`src/rtl/ropuf_pair_reader.sv`:
```
// rtl/ropuf_pair_reader.sv - RO-PUF pair measurement: count two RO edge streams over a window, compare
//
// Enables two challenge-selected ring oscillators, synchronises each selected RO
// output into the clk domain, counts its rising edges during a fixed window and
// reports which oscillator was faster as a single response bit.
//
// Optional feature macro: ROPUF_TIE_FLAG_EN (adds the `tie` output).
//
// Ports:
//   clk     in   1       system clock
//   rst     in   1       synchronous active-high reset
//   start   in   1       measurement request, honoured only when idle
//   sel_a   in   SEL_W   challenge index of RO A
//   sel_b   in   SEL_W   challenge index of RO B
//   ro_out  in   NUM_RO  RO outputs (asynchronous to clk)
//   ro_en   out  NUM_RO  RO enables, only the two latched challenge bits
//   busy    out  1       measurement in progress
//   done    out  1       one-cycle pulse, results valid
//   resp    out  1       1 when cnt_a > cnt_b
//   cnt_a   out  CNT_W   edge count of RO A, last measurement
//   cnt_b   out  CNT_W   edge count of RO B, last measurement
//   tie     out  1       (ROPUF_TIE_FLAG_EN only) cnt_a == cnt_b, last measurement

module ropuf_pair_reader #(
   parameter int NUM_RO     = 4,
   parameter int SEL_W      = 2,
   parameter int CNT_W      = 16,
   parameter int WIN_CYCLES = 1024
) (
   input  logic              clk,
   input  logic              rst,
   input  logic              start,
   input  logic [SEL_W-1:0]  sel_a,
   input  logic [SEL_W-1:0]  sel_b,
   input  logic [NUM_RO-1:0] ro_out,
   output logic [NUM_RO-1:0] ro_en,
   output logic              busy,
   output logic              done,
   output logic              resp,
   output logic [CNT_W-1:0]  cnt_a,
`ifdef ROPUF_TIE_FLAG_EN
   output logic [CNT_W-1:0]  cnt_b,
   output logic              tie
`else
   output logic [CNT_W-1:0]  cnt_b
`endif
);

   // Timer must hold WIN_CYCLES-1 and the settle length of 4 cycles.
   localparam int TMR_W = $clog2(WIN_CYCLES + 4) + 1;
   localparam logic [TMR_W-1:0] SETTLE_LAST = TMR_W'(3);
   localparam logic [TMR_W-1:0] COUNT_LAST  = TMR_W'(WIN_CYCLES - 1);
   localparam logic [TMR_W-1:0] DRAIN_LAST  = TMR_W'(1);
   localparam logic [SEL_W:0]   NUM_RO_W    = (SEL_W + 1)'(NUM_RO);
   localparam logic [CNT_W-1:0] CNT_MAX     = '1;

   typedef enum logic [2:0] {
      S_IDLE,
      S_SETTLE,
      S_COUNT,
      S_DRAIN,
      S_DONE
   } state_t;

   state_t            state;
   state_t            state_nxt;
   logic [TMR_W-1:0]  tmr;
   logic              tmr_clr;
   logic              accept;
   logic              counting;
   logic              clear_cnt;
   logic              load;
   logic              sel_ok;

   logic [SEL_W-1:0]  sel_a_q;
   logic [SEL_W-1:0]  sel_b_q;
   logic [1:0]        sync_a;
   logic [1:0]        sync_b;
   logic              prev_a;
   logic              prev_b;
   logic              rise_a;
   logic              rise_b;
   logic [CNT_W-1:0]  acc_a;
   logic [CNT_W-1:0]  acc_b;

   assign sel_ok = (sel_a != sel_b) && ({1'b0, sel_a} < NUM_RO_W) && ({1'b0, sel_b} < NUM_RO_W);

   always_ff @(posedge clk) begin
      if (rst) begin
         state <= S_IDLE;
         tmr   <= '0;
      end else begin
         state <= state_nxt;
         if (tmr_clr) tmr <= '0;
         else         tmr <= tmr + 1'b1;
      end
   end

   always_comb begin
      state_nxt = state;
      tmr_clr   = 1'b0;
      accept    = 1'b0;
      busy      = 1'b0;
      done      = 1'b0;
      counting  = 1'b0;
      clear_cnt = 1'b0;
      load      = 1'b0;
      case (state)
         S_IDLE: begin
            tmr_clr = 1'b1;
            if (start && sel_ok) begin
               accept    = 1'b1;
               state_nxt = S_SETTLE;
            end
         end
         S_SETTLE: begin
            busy      = 1'b1;
            clear_cnt = 1'b1;
            if (tmr == SETTLE_LAST) begin
               state_nxt = S_COUNT;
               tmr_clr   = 1'b1;
            end
         end
         S_COUNT: begin
            busy     = 1'b1;
            counting = 1'b1;
            if (tmr == COUNT_LAST) begin
               state_nxt = S_DRAIN;
               tmr_clr   = 1'b1;
            end
         end
         S_DRAIN: begin
            busy = 1'b1;
            if (tmr == DRAIN_LAST) begin
               state_nxt = S_DONE;
               tmr_clr   = 1'b1;
               load      = 1'b1;   // results become visible in the DONE cycle
            end
         end
         S_DONE: begin
            done      = 1'b1;
            tmr_clr   = 1'b1;
            state_nxt = S_IDLE;
         end
         default: begin
            state_nxt = S_IDLE;
            tmr_clr   = 1'b1;
         end
      endcase
   end

   always_comb begin
      ro_en = '0;
      for (int i = 0; i < NUM_RO; i++) begin
         ro_en[i] = busy && ((sel_a_q == SEL_W'(i)) || (sel_b_q == SEL_W'(i)));
      end
   end

   always_ff @(posedge clk) begin
      if (rst) begin
         sel_a_q <= '0;
         sel_b_q <= '0;
      end else if (accept) begin
         sel_a_q <= sel_a;
         sel_b_q <= sel_b;
      end
   end

   // The mux only changes at accept; the SETTLE cycles flush the chain
   // before any edge is counted.
   always_ff @(posedge clk) begin
      if (rst) begin
         sync_a <= '0;
         sync_b <= '0;
         prev_a <= 1'b0;
         prev_b <= 1'b0;
      end else begin
         sync_a <= {sync_a[0], ro_out[sel_a_q]};
         sync_b <= {sync_b[0], ro_out[sel_b_q]};
         prev_a <= sync_a[1];
         prev_b <= sync_b[1];
      end
   end

   assign rise_a = sync_a[1] & ~prev_a;
   assign rise_b = sync_b[1] & ~prev_b;

   always_ff @(posedge clk) begin
      if (rst || clear_cnt) begin
         acc_a <= '0;
         acc_b <= '0;
      end else if (counting) begin
         if (rise_a && (acc_a != CNT_MAX)) acc_a <= acc_a + 1'b1;
         if (rise_b && (acc_b != CNT_MAX)) acc_b <= acc_b + 1'b1;
      end
   end

   always_ff @(posedge clk) begin
      if (rst) begin
         cnt_a <= '0;
         cnt_b <= '0;
         resp  <= 1'b0;
      end else if (load) begin
         cnt_a <= acc_a;
         cnt_b <= acc_b;
         resp  <= (acc_a > acc_b);
      end
   end

`ifdef ROPUF_TIE_FLAG_EN
   always_ff @(posedge clk) begin
      if (rst)       tie <= 1'b0;
      else if (load) tie <= (acc_a == acc_b);
   end
`endif

endmodule

```
`config.mk`:
```
export PLATFORM = sky130hd
export DESIGN_NAME = ropuf_pair_reader
export DESIGN_NICKNAME = d
export VERILOG_FILES = /design/src/rtl/ropuf_pair_reader.sv
export SDC_FILE = /design/constraint.sdc
export NUM_CORES = 1
export LEC_CHECK = 0
export ABC_AREA = 1
export ABC_CLOCK_PERIOD_IN_PS = 1900
export BUFFER_PORTS_ARGS = -buffer_cell sky130_fd_sc_hd__clkbuf_2
export CAP_MARGIN = 20
export CORE_MARGIN = 4
export CORE_UTILIZATION = 45
export DETAILED_ROUTE_END_ITERATION = 8
export HOLD_SLACK_MARGIN = 0.06
export MAX_ROUTING_LAYER = met4
export PLACE_DENSITY = 0.64
export SLEW_MARGIN = 25
export SYNTH_ARGS = -nofsm -noshare
export SYNTH_HDL_FRONTEND = slang
export SYNTH_SLANG_ARGS = --single-unit
```
`constraint.sdc`:
```
create_clock -name clk -period 1.9 [get_ports clk]
set_clock_uncertainty 0.1 [all_clocks]
set_input_delay 0.285 -clock clk [delete_from_list [all_inputs] [get_ports clk]]
set_output_delay 0.285 -clock clk [all_outputs]
set_load 0.01 [all_outputs]
```
; Word-level counts from Yosys, hierarchy flattened
; Cells that the tools add are included.
[classes]
add_sub_neg = 3
n_lt_le_gt_ge = 3
n_mux = 20
reduce_logical = 20
bitwise = 4
n_eq_ne = 20
[ops]
columns = cell, n
row1 = 16-bit by 1-bit adder with 16-bit output (second input constant), 2
row2 = 16-bit != test (second input constant), 2
row3 = 16-bit greater-than comparator, 1
row4 = 12-bit by 1-bit adder with 12-bit output (second input constant), 1
row5 = 12-bit by 1-bit == test with 1-bit output (second input constant), 1
row6 = 12-bit by 10-bit == test with 1-bit output (second input constant), 1
row7 = 12-bit by 2-bit == test with 1-bit output (second input constant), 1
row8 = 1-bit 2-to-1 mux, 12
row9 = 3-bit 2-to-1 mux, 4
row10 = 3-bit case mux with 4 select lines, 1
row11 = 2-bit == test (second input constant), 4
row12 = 2-bit != test (second input constant), 4
row13 = 1-bit logical AND, 7
row14 = 3-bit by 2-bit == test with 1-bit output (second input constant), 2
row15 = 2-bit by 3-bit < comparator with 1-bit output (second input constant), 2
row16 = 1-bit logical OR, 5
row17 = 1-bit binary-select mux with 2-bit select, 2
row18 = 2-bit by 1-bit == test with 1-bit output (second input constant), 2
row19 = 2-bit logical NOT, 2
row20 = 2-bit AND reduction, 2
row21 = 4-bit AND reduction, 1
row22 = 3-bit by 1-bit == test with 1-bit output (second input constant), 1
row23 = 3-bit == test (second input constant), 1
row24 = 3-bit logical NOT, 1
row25 = 6 further kinds, 8
[totals]
ff_bits = 90

; Longest topological paths before layout
; Gate-level depths: netlist (run 1).
[depth]
ltp_word = 4
mapped_depth = 11
ltp_nobuf = 11

; Least setup slack after synthesis (run 1)
; Ideal clock, no wire load.
[synth_path]
kind = register to register
start = register acc_a[0]
end = register acc_a[11]
path_slack_ns = 0.236
synth_period_minus_slack_ns = 1.664
required_ns = 1.668
t_arrival_ns = 1.431
path_stages_with_launch = 12
cell_sequence = dfxtp_1 -> ha_1 -> inv_1 -> nor2_4 -> nand2_2 -> nor2_4 -> nand2_2 -> nand2_4 -> inv_2 -> buf_6 -> nand2_1 -> a21oi_1
[synth_between]
elab_chain_len = 3
[synth_lines]
columns = element, line
row1 = from (decl), 83  ; logic [CNT_W-1:0] acc_a;
row2 = from (signal assigned), 193  ; if (rise_a && (acc_a != CNT_MAX)) acc_a <= acc_a + 1'b1;
row3 = branches (longest 3 deep; another with 16-bit by 1-bit adder with 16-bit output), -
; Parallel ways; which one is timed is not known.
; A chain may end at the register's enable or synchronous reset.

; Worst setup path after layout (run 1)
[layout_path]
start = register state[1]
end = output port ro_en[1]
[layout_between]
elab_chain_len = 4
[layout_lines]
columns = element, line
row1 = from (decl), 65  ; state_t state;
row2 = from (signal assigned), 93  ; state <= state_nxt;
row3 = 3-bit by 2-bit == test with 1-bit output or 3-bit by 1-bit == test with 1-bit output (tied branches), 108  ; case (state)
row4 = 3-bit OR reduction (no source line) (*), -
row5 = 1-bit 2-to-1 mux (*), 108
row6 = 1-bit logical AND (*), 155  ; ro_en[i] = busy && ((sel_a_q == SEL_W'(i)) || (sel_b_q == SEL_W'(i)));
row7 = to (decl), 36  ; output logic [NUM_RO-1:0] ro_en,
; Every way passes the cells marked *; elsewhere a longest branch is shown, timed or not.

==> results of run 1 <==
stage by stage:
step | setup TNS [ns] | hold slack (ns)
3_3_place_gp | -0.151 | 0.295
5_1_grt | 0 | 0.115
4_1_cts | 0 | 0.0878
6_report | 0 | 0.105
2_1_floorplan | 0 | 0.288
3_5_place_dp | -0.965 | 0.302
per-layer routing:
metal	vias up	wire length (um)	global-route usage (%)
met1	1928	4900	24.6
li1	2189	-	-
met2	74	5040	31.2
met5	-	0	-
met4	0	257	8.21
met3	18	336	2.72
cells in the mapped netlist, types with 2 or more instances:
cell type	instances
sky130_fd_sc_hd__and2_1	2
sky130_fd_sc_hd__xor2_1	21
sky130_fd_sc_hd__inv_1	75
sky130_fd_sc_hd__nor3_4	2
sky130_fd_sc_hd__nor3_1	13
sky130_fd_sc_hd__nand3_1	26
sky130_fd_sc_hd__o21ai_0	45
sky130_fd_sc_hd__buf_6	4
sky130_fd_sc_hd__o22ai_1	2
sky130_fd_sc_hd__xnor2_1	3
sky130_fd_sc_hd__nand4_1	9
sky130_fd_sc_hd__inv_2	4
sky130_fd_sc_hd__nor2_4	2
sky130_fd_sc_hd__ha_1	20
sky130_fd_sc_hd__nand2_2	15
sky130_fd_sc_hd__a31oi_1	2
sky130_fd_sc_hd__a21oi_2	9
sky130_fd_sc_hd__buf_2	4
sky130_fd_sc_hd__clkbuf_1	7
sky130_fd_sc_hd__a21oi_1	39
sky130_fd_sc_hd__dfxtp_1	90
sky130_fd_sc_hd__nor2_2	2
sky130_fd_sc_hd__nand2_1	181
sky130_fd_sc_hd__a221oi_1	2
sky130_fd_sc_hd__nor2_1	62
flip-flops by register name, indices dropped and copies added (netlist names):
signal / flops
acc_b: 16
prev_a: 1
resp: 1
acc_a: 16
state: 3
sel_b_q: 2
cnt_b: 16
prev_b: 1
sync_b: 2
sync_a: 2
cnt_a: 16
tmr: 12
sel_a_q: 2
worst register-to-register path: stages, from the launching register on:
cell	delay [ns]
sky130_fd_sc_hd__dfxtp_1	0.35
sky130_fd_sc_hd__ha_2	0.20
sky130_fd_sc_hd__nand3_1	0.15
sky130_fd_sc_hd__nor2_1	0.06
sky130_fd_sc_hd__nand2_1	0.09
sky130_fd_sc_hd__nor2_1	0.07
sky130_fd_sc_hd__nor2_4	0.37
sky130_fd_sc_hd__nand2_1	0.10
sky130_fd_sc_hd__a21oi_1	0.14
worst max path at each step:
stage | endpoint | depth (start not counted) | slack (ns) | startpoint
2_1_floorplan | acc_a[11]$_SDFFE_PP0P_ | 11 | 0.24 | acc_a[0]$_SDFFE_PP0P_
3_3_place_gp | acc_b[9]$_SDFFE_PP0P_ | 8 | -0.03 | acc_b[1]$_SDFFE_PP0P_
3_5_place_dp | acc_b[9]$_SDFFE_PP0P_ | 8 | -0.11 | acc_b[1]$_SDFFE_PP0P_
4_1_cts | acc_b[9]$_SDFFE_PP0P_ | 8 | 0.12 | acc_b[1]$_SDFFE_PP0P_
5_1_grt | acc_b[10]$_SDFFE_PP0P_ | 8 | 0.02 | acc_b[1]$_SDFFE_PP0P_
6_report | ro_en[1] | 7 | 0.12 | state[1]$_SDFFE_PP0P_
power by group:
group	internal (uW)	switching, uW	total (uW)
Combinational	285	561	846
Clock	634	643	1280
Sequential	1960	59.0	2020
Total	2880	1260	4150
area by class of cell:
cell class | count | area (um2)
fillers | 981 | 4600
multi-input cells | 463 | 2400
repair buffers | 66 | 410
flip-flops and latches | 90 | 1800
well taps | 133 | 166
inverters | 80 | 300
clock inverters | 3 | 40.0
clock buffers | 12 | 145
logic make-up after synthesis:
| family | synth area share (%) |
|---|---|
| buffers and inverters | 8.54 |
| DFF | 39.3 |
| AOI/OAI and AO/OA | 12.3 |
| and+or+nand+nor | 29.8 |
| xor gates and xnor gates | 4.59 |
| adders and majority gates | 5.46 |
repair_timing:
action | 4_1_cts | 5_1_grt
resized for setup | 1 | 1
setup endpoints to repair | 14 | 2
hold endpoints to repair | 0 | 0
==> qor.csv, run 1 <==
metric,value,unit
setup_viol_count_final,0,
core_region_area,0.00986,mm2
fp-row-count,36,
buf_inv_on_cp,4,
die_h,109,um
antenna_cells,0,
syn_area,0.00458,mm2
worstHoldEndpoint,sync_a[0]$_SDFF_PP0_,
maximum_clock_rate,563,MHz
crit_chain,inv_1 > nand2_1 > nand2_1 > inv_1 > o21ai_0 > inv_1 > clkbuf_2,
status,"complete, no violations",
tritoncts,built,
critical_path_required,1.51,ns
asyncSetResetFlopFracSynth,0,%
final_min_period_over_clock_period,93.5,%
setup_ws,0.124,ns
post_layout_nonfiller_instances,847,
timing.critical_path.arrival,1.39,ns
dp.cells,832,
pin_count_of_the_biggest_net_entering_global_routing,34,
timing.critical_path.fanout_max,3,
hold-path-cell-count,3,
power_per_cell_area,788,mW/mm2
clk_pin_slew_worst_paths,0.08,ns
first_iter_violations,199,
yosysTopAreaCellShare,39.3,%
cts_buffer_depth,2,
endpoint_kind,output pin,
place_area,0.00507,mm2
layout.cells.most_common_list,"181 x sky130_fd_sc_hd__nand2_1, 90 x sky130_fd_sc_hd__dfxtp_1, 75 x sky130_fd_sc_hd__inv_1",
clock_latency,0.36,ns
final_hold_viol_count,0,
io-pin-count,50,
nets,741,
number_of_buffers_added_by_the_clock_tree_synthesis_step,9,
rsz0062_at_grt,no,
wire_length_of_the_first_global_routing_pass,17800,um
path_common_cell,sky130_fd_sc_hd__inv_1,
reg2reg_depth,8,
path_delay_family,flip-flops,
synth_enable_flop_cells,0,
worst_r2r_endpoint,acc_b[9]$_SDFFE_PP0P_,
worst_r2r_setup_slack,0.19,ns
routed_wirelength,10500,um
delay_of_the_slowest_cell_on_the_worst_path,0.37,ns
synth_cell_type_count,32,
floorplan.die_area,0.0119,mm2
hpwl,8110,um
grt_antenna_before_repair,0,
die-width,109,um
first_global_vias,3931,
starting_utilization_of_the_core_area,46.5,%
syn-num-nets,679,
maxSlewViolCount,0,
numClockSinks,90,
hold_path_startpoint,ro_out[1],
final_core_util,53.3,%
post_cts_buffers,0,
synth_seq_cells,90,
ir_worst_vdd,481,uV
antenna_violating_nets_post_route,0,
dpl_worst_slack,-0.112,ns
total_chip_power,4150,uW
final_layout_size_suffix_gt1_share,16.4,%
crit_type,reg2out,
r2r_start,acc_b[1]$_SDFFE_PP0P_,
synth_top_area_cell,sky130_fd_sc_hd__dfxtp_1,
clock_tree.root_cell,sky130_fd_sc_hd__clkbuf_8,
slew_headroom,64.3,%
fin_area,0.00526,mm2
synth_area_leaders,"sky130_fd_sc_hd__dfxtp_1 39%, sky130_fd_sc_hd__nand2_1 15%, sky130_fd_sc_hd__inv_1 6.1%",
dr_total_vias,4209,
syn_inst,648,
max_cap_violations,0,
postSynth.topFlopCell,sky130_fd_sc_hd__dfxtp_1,
grt.total_usage,19.4,%
portBuffers,49,
start_kind,flip-flop,
areaGrowthSynthToFinish,14.8,%
crit_path_top_delay_cell,sky130_fd_sc_hd__dfxtp_1,
avgSynthCellArea,7.07,um2
cts_max_level,3,
static-leakage-power,0.00218,uW
ys.warnings.count,0,
route.detailed.drc,0,
worstMarginPinSlew,0.531,ns
final_common_cell,sky130_fd_sc_hd__nand2_1,
grt.overflow.total,0,
min_period,1.78,ns
synth.yosys.seq_area_share,39.3,%
ctsHoldBuffers,0,
hold_path.class,in2reg,
number_of_iterations_in_the_first_detailed_routing_pass,5,
routed_via_density,4.97,
drt-wirelength-per-cell,12.4,um
gpl_congestion,0.870,
Note: power is estimated with default switching activity, not from simulation.
==> run 2: changes to the inputs <==
--- a/config.mk
+++ b/config.mk
@@ -11,10 +11,9 @@
 export CAP_MARGIN = 20
 export CORE_MARGIN = 4
 export CORE_UTILIZATION = 45
+export CTS_CLUSTER_SIZE = 8
 export DETAILED_ROUTE_END_ITERATION = 8
 export HOLD_SLACK_MARGIN = 0.06
-export MAX_ROUTING_LAYER = met4
-export PLACE_DENSITY = 0.64
 export SLEW_MARGIN = 25
 export SYNTH_ARGS = -nofsm -noshare
 export SYNTH_HDL_FRONTEND = slang
==> run 2 against run 1 <==
Compared with the run above:
- register-to-register slack worse by 0.05 ns
- global-route usage decreased by 0.25 points
- sequential share of layout area is 0.098 points lower
- count of clock-buffer cells in the layout down 2
- non-clock buffer count up 6
- combinational power hardly changed
- worst setup slack gained 0.018 ns
- via count up 0.26%
- highest routed layer unchanged
- design area rose by 0.36%
- first-iteration DRC count up 0.50%
- routed wire length increased by 3.7%
==> qor.csv, run 2 (synthesis gave the netlist of run 1 again) <==
metric,value,unit
cts_max_level,3,
final_min_period_over_clock_period,92.5,%
setup_viol_count_final,0,
dpl_worst_slack,-0.0266,ns
portBuffers,49,
timing.critical_path.arrival,1.96,ns
crit_type,reg2reg,
dr_total_vias,4220,
antenna_violating_nets_post_route,0,
final_common_cell,sky130_fd_sc_hd__nand2_1,
ir_worst_vdd,339,uV
power_per_cell_area,780,mW/mm2
max_cap_violations,0,
number_of_buffers_added_by_the_clock_tree_synthesis_step,9,
nets,747,
final_core_util,53.5,%
fp-row-count,36,
start_kind,flip-flop,
rsz0062_at_grt,no,
die_h,109,um
clock_latency,0.37,ns
drt-wirelength-per-cell,12.8,um
antenna_cells,0,
floorplan.die_area,0.0119,mm2
worstMarginPinSlew,0.541,ns
ctsHoldBuffers,0,
number_of_iterations_in_the_first_detailed_routing_pass,5,
setup_ws,0.142,ns
hpwl,8440,um
wire_length_of_the_first_global_routing_pass,18000,um
grt.total_usage,19.2,%
status,"complete, no violations",
post_cts_buffers,0,
grt_antenna_before_repair,0,
layout.cells.most_common_list,"181 x sky130_fd_sc_hd__nand2_1, 89 x sky130_fd_sc_hd__dfxtp_1, 75 x sky130_fd_sc_hd__inv_1",
cts.repair.resized,1,
final.setup.tns,0,ns
timing.critical_path.fanout_max,12,
clk_pin_slew_worst_paths,0.09,ns
core_region_area,0.00986,mm2
crit_chain,ha_1 > inv_1 > nor2_4 > nand2_2 > nor2_4 > nand2_2 > nand2_4 > buf_4 > nand2_1 > a21oi_1,
grt.overflow.total,0,
final_hold_viol_count,0,
buf_inv_on_cp,2,
io-pin-count,50,
pin_count_of_the_biggest_net_entering_global_routing,34,
route.detailed.drc,0,
final_layout_size_suffix_gt1_share,17.1,%
starting_utilization_of_the_core_area,46.5,%
delay_of_the_slowest_cell_on_the_worst_path,0.34,ns
tritoncts,built,
routed_via_density,4.95,
gpl_congestion,0.856,
endpoint_kind,flip-flop,
hold_path.class,in2reg,
areaGrowthSynthToFinish,15.2,%
path_delay_family,simple AND/OR/NAND/NOR gates,
min_period,1.76,ns
static-leakage-power,0.00221,uW
critical_path_required,2.10,ns
first_global_vias,3793,
clock_tree.root_cell,sky130_fd_sc_hd__clkbuf_8,
slew_headroom,63.6,%
cts_buffer_depth,2,
die-width,109,um
routed_wirelength,10900,um
crit_path_top_delay_cell,sky130_fd_sc_hd__dfxtp_1,
first_iter_violations,200,
maximum_clock_rate,569,MHz
numClockSinks,90,
maxSlewViolCount,0,
==> run 2: cell count changes in the layout (fill, tap and decap cells not counted), sizes merged <==
| cell | change |
|---|---|
| clkbuf | -2 |
| clkinv | +1 |
| buf | +6 |
==> run 2: layer usage <==
layer | vias to the layer above | track usage, % | part of all wire, %
li1 | 2200 | - | -
met1 | 1948 | 26.2 | 49
met2 | 59 | 30.5 | 46
met3 | 13 | 2.61 | 2.6
met4 | 0 | 7.75 | 1.7
met5 | - | 0 | 0
==> run 2: worst paths after layout <==
check                        start                      to  slack (ns)  cells after the start
max          acc_a[1]$_SDFFE_PP0P_  acc_a[12]$_SDFFE_PP0P_        0.14                     10
min                      ro_out[1]    sync_b[0]$_SDFF_PP0_        0.09                      3
max reg2reg  acc_a[1]$_SDFFE_PP0P_  acc_a[12]$_SDFFE_PP0P_        0.14                     10
min reg2reg   sync_b[0]$_SDFF_PP0_    sync_b[1]$_SDFF_PP0_        0.31                      2
==> run 2: through the flow <==
step	power, uW	instance area [um2]	std cells	hold WS [ns]
finish	4120	5280	852	0.0886
global route	4340	5280	852	0.101
CTS	4150	5280	852	0.0820
detailed placement	2910	5100	838	0.301
global placement	2890	5100	838	0.292
floorplan	2630	4580	648	0.288
==> run 2: worst min-delay path, stage by stage <==
cell	delay (ns)
sky130_fd_sc_hd__clkbuf_2	0.09
sky130_fd_sc_hd__a221oi_1	0.07
sky130_fd_sc_hd__nor2_1	0.08
==> run 2: layout make-up <==
type	count	area (um2)
Clock buffer	10	128
Clock inverter	4	45.0
Fill cell	942	4580
Inverter	80	300
Multi-Input combinational cell	463	2400
Sequential cell	90	1800
Tap cell	133	166
Timing Repair Buffer	72	443
==> run 2: power by group <==
group / total [uW] / internal, uW / switching (uW)
logic: 844 / 289 / 555
clock network: 1250 / 588 / 663
registers: 2030 / 1970 / 60.2
